<file path="src/rtl/i2c_sim_pkg.sv">
// Shared types and widths for the simulated I2C register target.
// Latency: n/a (package only).
// Backpressure: n/a.
// Contents: FSM state enum, address and byte widths.
package i2c_sim_pkg;

   localparam int I2C_ADDR_W = 7;
   localparam int BYTE_W     = 8;

   typedef enum logic [3:0] {
      ST_IDLE,
      ST_ADDR,
      ST_ADDR_ACK,
      ST_PTR,
      ST_PTR_ACK,
      ST_WDATA,
      ST_WDATA_ACK,
      ST_RDATA,
      ST_RACK,
      ST_WAIT
   } state_e;

endpackage

</file>
<file path="src/rtl/i2c_sim_bus_mon.sv">
// Synchronises SCL/SDA and detects SCL edges plus START/STOP conditions.
// Latency: pin change to event pulse is 3 clk_i cycles (2 sync flops + 1 event register).
// Backpressure: none; observes the bus only.
// Ports: clk_i, rst_ni (sync, active low); scl_i/sda_i raw bus levels;
//        sda_o SDA level aligned with the event pulses; scl_rise_o, scl_fall_o,
//        start_o, stop_o single-cycle event pulses.
module i2c_sim_bus_mon (
   input  logic clk_i,
   input  logic rst_ni,
   input  logic scl_i,
   input  logic sda_i,
   output logic sda_o,
   output logic scl_rise_o,
   output logic scl_fall_o,
   output logic start_o,
   output logic stop_o
);

   logic [1:0] scl_sync_q, sda_sync_q;
   logic       scl_dly_q, sda_dly_q;
   logic       scl_rise_q, scl_fall_q, start_q, stop_q;

   // Sync stages reset to 1 (idle bus) so leaving reset never fakes a START.
   always_ff @(posedge clk_i) begin
      if (!rst_ni) begin
         scl_sync_q <= 2'b11;
         sda_sync_q <= 2'b11;
         scl_dly_q  <= 1'b1;
         sda_dly_q  <= 1'b1;
         scl_rise_q <= 1'b0;
         scl_fall_q <= 1'b0;
         start_q    <= 1'b0;
         stop_q     <= 1'b0;
      end else begin
         scl_sync_q <= {scl_sync_q[0], scl_i};
         sda_sync_q <= {sda_sync_q[0], sda_i};
         scl_dly_q  <= scl_sync_q[1];
         sda_dly_q  <= sda_sync_q[1];
         scl_rise_q <= scl_sync_q[1] & ~scl_dly_q;
         scl_fall_q <= ~scl_sync_q[1] & scl_dly_q;
         // SDA edges only count as START/STOP while SCL is stable high.
         start_q    <= scl_sync_q[1] & scl_dly_q & ~sda_sync_q[1] & sda_dly_q;
         stop_q     <= scl_sync_q[1] & scl_dly_q & sda_sync_q[1] & ~sda_dly_q;
      end
   end

   assign sda_o      = sda_dly_q;
   assign scl_rise_o = scl_rise_q;
   assign scl_fall_o = scl_fall_q;
   assign start_o    = start_q;
   assign stop_o     = stop_q;

endmodule

</file>
<file path="src/rtl/i2c_sim_target.sv">
// Virtual 24Cxx-style I2C register target (7-bit address, byte pointer, auto-increment).
// Latency: SDA drive updates 4 clk_i after the SCL pin falls; wr_valid_o 1 cycle after bit-0 rise event.
// Backpressure: optional clock stretch after each ACK when I2C_SIM_TARGET_STRETCH_EN is defined.
// Ports: clk_i, rst_ni (sync, active low); scl_i/sda_i resolved bus levels;
//        scl_pd_o/sda_pd_o open-drain pull-downs; wr_valid_o/wr_idx_o/wr_data_o
//        register-write pulse; busy_o high while addressed.
module i2c_sim_target
   import i2c_sim_pkg::*;
#(
   parameter logic [I2C_ADDR_W-1:0] TargetAddr    = 7'h50,
   parameter int                    NumRegs       = 16,
   parameter int                    StretchCycles = 8
) (
   input  logic                       clk_i,
   input  logic                       rst_ni,
   input  logic                       scl_i,
   input  logic                       sda_i,
   output logic                       scl_pd_o,
   output logic                       sda_pd_o,
   output logic                       wr_valid_o,
   output logic [$clog2(NumRegs)-1:0] wr_idx_o,
   output logic [BYTE_W-1:0]          wr_data_o,
   output logic                       busy_o
);

   localparam int IDX_W = $clog2(NumRegs);

   logic sda_lvl, scl_rise, scl_fall, start, stop, rise_ok;

   i2c_sim_bus_mon u_bus_mon (
      .clk_i      (clk_i),
      .rst_ni     (rst_ni),
      .scl_i      (scl_i),
      .sda_i      (sda_i),
      .sda_o      (sda_lvl),
      .scl_rise_o (scl_rise),
      .scl_fall_o (scl_fall),
      .start_o    (start),
      .stop_o     (stop)
   );

   state_e              state_q, state_d;
   logic [3:0]          cnt_q, cnt_d;
   logic [BYTE_W-1:0]   shift_q, shift_d;
   logic [IDX_W-1:0]    ptr_q, ptr_d, ptr_inc;
   logic                sda_pd_q, sda_pd_d;
   logic                busy_q, busy_d;
   logic                wr_en, stretch_go;
   logic                wr_valid_q;
   logic [IDX_W-1:0]    wr_idx_q;
   logic [BYTE_W-1:0]   wr_data_q;
   logic [BYTE_W-1:0]   regs_q [NumRegs];
   logic [BYTE_W-1:0]   rx_byte;

   assign ptr_inc = ptr_q + 1'b1;
   assign rx_byte = {shift_q[BYTE_W-2:0], sda_lvl};

   always_comb begin
      state_d    = state_q;
      cnt_d      = cnt_q;
      shift_d    = shift_q;
      ptr_d      = ptr_q;
      sda_pd_d   = sda_pd_q;
      busy_d     = busy_q;
      wr_en      = 1'b0;
      stretch_go = 1'b0;
      if (stop) begin
         state_d  = ST_IDLE;
         cnt_d    = 4'd0;
         sda_pd_d = 1'b0;
         busy_d   = 1'b0;
      end else if (start) begin
         state_d = ST_ADDR;
         cnt_d   = 4'd0;
      end else begin
         case (state_q)
            ST_ADDR, ST_PTR, ST_WDATA: begin
               if (rise_ok) begin
                  shift_d = rx_byte;
                  cnt_d   = cnt_q + 4'd1;
                  if (cnt_q == 4'd7) begin
                     cnt_d = 4'd0;
                     if (state_q == ST_ADDR) begin
                        if (rx_byte[BYTE_W-1:1] == TargetAddr) begin
                           state_d = ST_ADDR_ACK;
                           busy_d  = 1'b1;
                        end else begin
                           state_d = ST_WAIT;
                           busy_d  = 1'b0;
                        end
                     end else if (state_q == ST_PTR) begin
                        ptr_d   = rx_byte[IDX_W-1:0];
                        state_d = ST_PTR_ACK;
                     end else begin
                        wr_en   = 1'b1;
                        ptr_d   = ptr_inc;
                        state_d = ST_WDATA_ACK;
                     end
                  end
               end
            end
            // First fall after the 8th bit starts the ACK; the next one ends it.
            ST_ADDR_ACK, ST_PTR_ACK, ST_WDATA_ACK: begin
               if (scl_fall) begin
                  if (!sda_pd_q) begin
                     sda_pd_d = 1'b1;
                  end else begin
                     sda_pd_d   = 1'b0;
                     stretch_go = 1'b1;
                     cnt_d      = 4'd0;
                     state_d    = ST_WDATA;
                     if (state_q == ST_ADDR_ACK) begin
                        if (shift_q[0]) begin
                           // Read: MSB goes out on this same fall.
                           state_d  = ST_RDATA;
                           sda_pd_d = ~regs_q[ptr_q][BYTE_W-1];
                           shift_d  = {regs_q[ptr_q][BYTE_W-2:0], 1'b0};
                           cnt_d    = 4'd1;
                        end else begin
                           state_d = ST_PTR;
                        end
                     end
                  end
               end
            end
            ST_RDATA: begin
               if (scl_fall) begin
                  if (cnt_q == 4'd8) begin
                     sda_pd_d = 1'b0;
                     state_d  = ST_RACK;
                  end else begin
                     // cnt 0 here means we just came back from a controller ACK.
                     stretch_go = (cnt_q == 4'd0);
                     sda_pd_d   = ~shift_q[BYTE_W-1];
                     shift_d    = {shift_q[BYTE_W-2:0], 1'b0};
                     cnt_d      = cnt_q + 4'd1;
                  end
               end
            end
            ST_RACK: begin
               if (rise_ok) begin
                  if (!sda_lvl) begin
                     ptr_d   = ptr_inc;
                     shift_d = regs_q[ptr_inc];
                     cnt_d   = 4'd0;
                     state_d = ST_RDATA;
                  end else begin
                     state_d = ST_WAIT;
                  end
               end
            end
            default: ;
         endcase
      end
   end

   always_ff @(posedge clk_i) begin
      if (!rst_ni) begin
         state_q    <= ST_IDLE;
         cnt_q      <= 4'd0;
         shift_q    <= '0;
         ptr_q      <= '0;
         sda_pd_q   <= 1'b0;
         busy_q     <= 1'b0;
         wr_valid_q <= 1'b0;
         wr_idx_q   <= '0;
         wr_data_q  <= '0;
         for (int i = 0; i < NumRegs; i++) regs_q[i] <= '0;
      end else begin
         state_q    <= state_d;
         cnt_q      <= cnt_d;
         shift_q    <= shift_d;
         ptr_q      <= ptr_d;
         sda_pd_q   <= sda_pd_d;
         busy_q     <= busy_d;
         wr_valid_q <= wr_en;
         if (wr_en) begin
            regs_q[ptr_q] <= rx_byte;
            wr_idx_q      <= ptr_q;
            wr_data_q     <= rx_byte;
         end
      end
   end

`ifdef I2C_SIM_TARGET_STRETCH_EN
   logic [7:0] stretch_cnt_q;
   logic       scl_pd_q;

   // Starts in the same cycle sda_pd_o updates, so SDA is set up before release.
   always_ff @(posedge clk_i) begin
      if (!rst_ni || stop) begin
         scl_pd_q      <= 1'b0;
         stretch_cnt_q <= 8'd0;
      end else if (stretch_go) begin
         scl_pd_q      <= 1'b1;
         stretch_cnt_q <= 8'(StretchCycles - 1);
      end else if (scl_pd_q) begin
         if (stretch_cnt_q == 8'd0) scl_pd_q <= 1'b0;
         else stretch_cnt_q <= stretch_cnt_q - 8'd1;
      end
   end

   assign scl_pd_o = scl_pd_q;
   assign rise_ok  = scl_rise & ~scl_pd_q;
`else
   logic unused_stretch;
   assign unused_stretch = stretch_go ^ (StretchCycles == 0);
   assign scl_pd_o       = 1'b0;
   assign rise_ok        = scl_rise;
`endif

   assign sda_pd_o   = sda_pd_q;
   assign busy_o     = busy_q;
   assign wr_valid_o = wr_valid_q;
   assign wr_idx_o   = wr_idx_q;
   assign wr_data_o  = wr_data_q;

endmodule

</file>
<file path="config.mk">
export PLATFORM = sky130hd
export DESIGN_NAME = i2c_sim_target
export DESIGN_NICKNAME = d
export VERILOG_FILES = /design/src/rtl/i2c_sim_pkg.sv /design/src/rtl/i2c_sim_bus_mon.sv /design/src/rtl/i2c_sim_target.sv
export SDC_FILE = /design/constraint.sdc
export NUM_CORES = 1
export LEC_CHECK = 0
export CORE_UTILIZATION = 40
export CTS_CLUSTER_SIZE = 28
export DETAILED_ROUTE_END_ITERATION = 10
export PLACE_DENSITY = 0.57
export SYNTH_ARGS = -nofsm -noshare
export SYNTH_HDL_FRONTEND = slang
export SYNTH_SLANG_ARGS = --single-unit
</file>
<file path="constraint.sdc">
create_clock -name clk_i -period 6.85 [get_ports clk_i]
set_input_delay 1.0275 -clock clk_i [delete_from_list [all_inputs] [get_ports clk_i]]
set_output_delay 1.0275 -clock clk_i [all_outputs]
set_load 0.05 [all_outputs]
</file>
==> flow_metrics.env, run 1 <==
export IMPL_cts_sink_count=177
export IMPL_worstReg2RegEnd="shift_q[0]"
export IMPL_syn_nets=766
export IMPL_area_growth_pct=9.586
export IMPL_ys_ff_latch=177
export IMPL_hold_buffers=0
export IMPL_numCtsBuffers=17
export IMPL_n_antenna_cell=0
export IMPL_ir_worst_vdd_uv=109.6
export IMPL_fin_skew_ns=0.01218
export IMPL_hp_class="register to register"
export IMPL_first_pass_iters=5
export IMPL_setup_slack_ns=2.913
export IMPL_synth_compound_area_share_pct=6.858
export IMPL_synth_cells=756
export IMPL_cts_root_buf="clkbuf_16"
export IMPL_drc_errors=0
export IMPL_total_power_mw=2.236
export IMPL_synth_xor_area_share_pct=0.3575
export IMPL_io_buffers=18
export IMPL_wl_per_cell_um=24.51
export IMPL_fmax_mhz=254.0
export IMPL_slew_violations=0
export IMPL_max_slew_worst_pin_slew_ns=1.127
export IMPL_postCtsResizedCells=0
export IMPL_die_h_um=155.7
export IMPL_leakage_nw=3.159
export IMPL_globalplace_congestion=0.9048
export IMPL_clkTransAtPathRegs_ns=0.07
export IMPL_hpwlAfterDp_um=17680
export IMPL_endpoint="regs_q[0][7]"
export IMPL_rsz0062_at_grt="no"
export IMPL_grt_pass1_vias=6319
export IMPL_synth_area_leaders="edfxtp_1, mux4_2, dfxtp_1, and2_1, nor4_1"
export IMPL_crit_start="rst_ni"
export IMPL_drt_first_iter_violations=732
export IMPL_nets=742
export IMPL_cts_tree="done"
export IMPL_h_tree_depth=4
export IMPL_async_flop_share_pct=0
export IMPL_reg2reg_slack_ns=3.25
export IMPL_cap_violations=0
export IMPL_criticalPathCategory="primary input to register"
export IMPL_ys_seq_area_share_pct=51.05
export IMPL_synth_edf_count=128
export IMPL_fp_dieW_um=155.7
export IMPL_viasPerCell=6.132
export IMPL_die_area_um2=24240
export IMPL_start_util_pct=41.24
export IMPL_pre_cts_ws_ns=2.489
export IMPL_clock_latency_ns=0.44
export IMPL_postCtsSetupRepairBufs=0
export IMPL_status="finished, final reports clean"
export IMPL_grt_pass1_wl_um=39820
export IMPL_r2r_start="ptr_q[0]"
export IMPL_worstRegToRegCells=8
export IMPL_synth_mux_area_fraction_pct=19.07
export IMPL_fp_row_count=55
export IMPL_synthAdderAreaFrac_pct=0.7944
export IMPL_synth_top_flop_cell="edfxtp_1"
export IMPL_layout_commonest_cell="edfxtp_1"
export IMPL_antenna_found_initial=0
export IMPL_syn_area_per_cell_um2=12.50
export IMPL_num_fill_cells=2072
export IMPL_yosysTopAreaCellShare_pct=40.67
export IMPL_cp_required_ns=6.92
export IMPL_tns_ns=0
export IMPL_syn_cell_area_um2=9450
export IMPL_period_minus_slack_ns=3.937
export IMPL_grt_usage_pct=22.64
export IMPL_worstSetupStartpointType="primary input"
export IMPL_synth_top_family_by_area="multiplexers"
export IMPL_grt_max_degree=66
export IMPL_core_um2=22920
export IMPL_final_core_util_pct=45.19
export IMPL_layout_common_cells="edfxtp_1, and2_1, mux4_2"
export IMPL_cp_max_fo=20
export IMPL_whs_ns=0.4089
export IMPL_vias=6488
export IMPL_drive_above_1_share_pct=16.38
export IMPL_finalHoldViolations=0
export IMPL_yosys_warnings=0
export IMPL_grt_overflow_total=0
export IMPL_slew_headroom_pct=24.76
export IMPL_clk_path_buf_depth=2
export IMPL_fin_crit_sh_pct=57.48
export IMPL_wl_um=25940
export IMPL_yosys_area_top_type="edfxtp_1"
export IMPL_antenna_left=0
export IMPL_ios=20
export IMPL_synth_distinct_cells=65
export IMPL_cp_data_arrival_time_ns=4.01
export IMPL_endpoint_kind="register"
export IMPL_yosys_area_share_simple_pct=18.01
export IMPL_finalSetupViolations=0
export IMPL_powerDensity_nw_per_um2=215.9
## worst max-delay path: stages
cell             delay [ns]
clkdlybuf4s50_1        0.92
buf_4                  0.39
nand2_1                0.44
nor4_2                 0.74
nand2b_1               0.48
## worst min path at each step
stage                                        from                       to  slack [ns]  depth (start not counted)
after detailed placement  u_bus_mon.sda_sync_q[0]  u_bus_mon.sda_sync_q[1]        0.40                          1
after global placement    u_bus_mon.scl_sync_q[0]  u_bus_mon.scl_sync_q[1]        0.39                          1
final                     u_bus_mon.sda_sync_q[0]  u_bus_mon.sda_sync_q[1]        0.41                          1
after global routing      u_bus_mon.scl_sync_q[0]  u_bus_mon.scl_sync_q[1]        0.45                          1
after floorplan           u_bus_mon.scl_sync_q[0]  u_bus_mon.scl_sync_q[1]        0.39                          1
after CTS                 u_bus_mon.sda_sync_q[0]  u_bus_mon.sda_sync_q[1]        0.41                          1
## state kept, by name, summed over array words and instances (netlist names), 2 cells and up, named ones only
signal and flops:
cnt_q 4, ptr_q 4, regs_q 128, shift_q 8, state_q 4, u_bus_mon.scl_sync_q 2, u_bus_mon.sda_sync_q 2, wr_data_o 8
wr_idx_o 4
## synth_stat cells (14+ instances only)
cell	instances
nor3_1	23
nand2b_1	27
a21oi_1	32
and2_1	92
buf_2	22
edfxtp_1	128
mux4_2	60
nor2_1	14
dfxtp_1	49
clkbuf_1	44
nor4_1	39
mux2i_1	24
nand2_1	41
## cell type report
class / count / area, µm² / share of cell area [%]
Clock inverter: 10 / 72.57 / 0.7007
Clock buffer: 22 / 485.5 / 4.688
Multi-Input combinational cell: 495 / 4272 / 41.25
Inverter: 12 / 45.04 / 0.4349
Timing Repair Buffer: 29 / 262.8 / 2.537
Tap cell: 313 / 391.6 / 3.782
Sequential cell: 177 / 4827 / 46.61
## metrics by stage
step,std cells,instance area [µm²]
3_3_place_gp,1026,9798
2_1_floorplan,756,9450
6_report,1058,10360
3_5_place_dp,1026,9798
5_1_grt,1058,10360
4_1_cts,1058,10360
## where the power goes
group / total, mW / leakage (nW) / internal, mW / switching [mW]
clock: 0.933 / 0.273 / 0.509 / 0.425
combinational: 0.0827 / 1.27 / 0.0364 / 0.0463
sequential: 1.22 / 1.61 / 1.19 / 0.0328
total: 2.24 / 3.16 / 1.73 / 0.504
## per-layer routing
layer | routed length, µm | global-route usage, % | share of wire (%)
met1 | 11590 | 32.41 | 45
met2 | 12210 | 35.38 | 47
met3 | 1679 | 3.889 | 6.5
met4 | 455 | 6.443 | 1.8
met5 | 0 | 0 | 0
## kinds of logic (layout without fill, tap and decap cells)
kind of cell / after synthesis / count (layout)
simple gates: 291 / 291
flops: 177 / 177
compound gates: 98 / 98
mux: 96 / 96
buf+inv: 84 / 73
fa+ha+maj: 6 / 6
xor+xnor: 3 / 3
other cells: 1 / 1
Note: power is estimated with default switching activity, not from simulation.
==> run 2: changes to the inputs <==
Settings changed: PLACE_DENSITY 0.57 to 0.59.
Clock period 6.85 ns to 3.4 ns, I/O delays scaled along.
==> run 2 against run 1 <==
Compared with the run above:
- die area unchanged
- count of clock-buffer cells in the layout down 3
- largest power group unchanged
- non-clock buffer count up 19
- largest cell class unchanged
- hold slack better by 0.0030 ns
- worst setup slack worse by 2.5 ns
- design area up 1.9%
==> flow_metrics.env, run 2 (same netlist as run 1, synthesis figures left out) <==
export IMPL_nets=761
export IMPL_area_growth_pct=11.66
export IMPL_viasPerCell=6.107
export IMPL_grt_pass1_vias=6465
export IMPL_die_area_um2=24240
export IMPL_drt_first_iter_violations=625
export IMPL_start_util_pct=41.24
export IMPL_hpwlAfterDp_um=18480
export IMPL_antenna_left=0
export IMPL_grt_usage_pct=22.88
export IMPL_status="finished, final reports clean"
export IMPL_wl_per_cell_um=24.29
export IMPL_first_pass_iters=5
export IMPL_period_minus_slack_ns=3.015
export IMPL_ios=20
export IMPL_grt_busiest_layer="met2"
export IMPL_leakage_nw=3.280
export IMPL_ir_worst_vdd_uv=343.5
export IMPL_grtUsageMet3_pct=4.778
export IMPL_top_register="regs_q"
export IMPL_num_fill_cells=2032
export IMPL_cts_sink_count=177
export IMPL_n_antenna_cell=0
export IMPL_final_core_util_pct=46.05
export IMPL_die_h_um=155.7
export IMPL_endpoint_kind="register"
export IMPL_cts_tree="done"
export IMPL_cap_violations=0
export IMPL_rsz0062_at_grt="no"
export IMPL_numCtsBuffers=17
export IMPL_finalSetupViolations=0
export IMPL_cp_data_arrival_time_ns=3.10
export IMPL_hp_class="register to register"
export IMPL_wl_um=26160
export IMPL_h_tree_depth=4
export IMPL_antenna_found_initial=1
export IMPL_hold_buffers=0
export IMPL_use_met1_pct=31.75
export IMPL_gr_usage_met2_pct=35.87
export IMPL_cp_max_fo=48
export IMPL_clk_path_buf_depth=2
export IMPL_globalplace_congestion=0.9446
export IMPL_grt_max_degree=49
export IMPL_grt_pass1_wl_um=40250
export IMPL_powerDensity_nw_per_um2=433.4
export IMPL_cts_root_buf="clkbuf_16"
export IMPL_total_power_mw=4.573
export IMPL_pre_cts_ws_ns=0.3707
export IMPL_slew_headroom_pct=24.49
export IMPL_core_um2=22920
export IMPL_postCtsSetupRepairBufs=0
export IMPL_largest_reg_flops=128
export IMPL_clkTransAtPathRegs_ns=0.07
export IMPL_drive_above_1_share_pct=18.72
export IMPL_tns_ns=0
export IMPL_vias=6577
export IMPL_fmax_mhz=331.7
export IMPL_postCtsResizedCells=0
export IMPL_fp_dieW_um=155.7
export IMPL_max_slew_worst_pin_slew_ns=1.131
export IMPL_drc_errors=0
export IMPL_grt_overflow_total=0
export IMPL_cp_required_ns=3.49
export IMPL_fp_row_count=55
export IMPL_finalHoldViolations=0
export IMPL_fin_skew_ns=0.01168
export IMPL_setup_slack_ns=0.3855
export IMPL_criticalPathCategory="register to register"
export IMPL_layout_commonest_cell="edfxtp_1"
export IMPL_slew_violations=0
export IMPL_worstSetupStartpointType="register"
export IMPL_layout_common_cells="edfxtp_1, and2_1, mux4_2"
export IMPL_io_buffers=18
export IMPL_fin_crit_sh_pct=88.66
export IMPL_clock_latency_ns=0.44
-- run 2: final cells by class --
cell class	instances	area, µm²	area share, %
Clock buffer	19	452.9	4.292
Inverter	12	45.04	0.4268
Sequential cell	177	4827	45.74
Tap cell	313	391.6	3.711
Multi-Input combinational cell	495	4272	40.48
Timing Repair Buffer	48	430.4	4.079
Clock inverter	13	133.9	1.269
-- run 2: final timing paths --
check | start | to | slack, ns | cells past startpoint
worst max-delay path | cnt_q[0] | regs_q[7][7] | 0.39 | 6
worst min-delay path | u_bus_mon.sda_sync_q[0] | u_bus_mon.sda_sync_q[1] | 0.41 | 1
worst max register to register | cnt_q[0] | regs_q[7][7] | 0.39 | 6
worst min register to register | u_bus_mon.sda_sync_q[0] | u_bus_mon.sda_sync_q[1] | 0.41 | 1
-- run 2: per-stage QoR --
stage	hold slack (ns)	cell area, µm²	std cells
global placement	0.3896	9966	1045
CTS	0.4176	10550	1077
floorplan	0.3863	9450	756
detailed placement	0.4007	9966	1045
global route	0.4362	10550	1077
finish	0.4119	10550	1077
-- run 2: where the power goes --
part	switching (mW)	internal [mW]
registers	0.0648	2.39
logic	0.0945	0.0758
clock network	0.930	1.02
-- run 2: routing by layer --
layer / up-vias / share of wire, %
met3: 37 / 6.6
li1: 2902 / -
met4: 2 / 2.3
met1: 3352 / 44
met5: - / 0.034
met2: 284 / 47
-- run 2: critical path, stage by stage (launching register included) --
cell and delay (ns):
dfxtp_1 0.40, ha_1 0.24, and3b_1 0.27, nand3_2 0.42
buf_12 0.36, nor3_1 0.47, nand2b_1 0.46
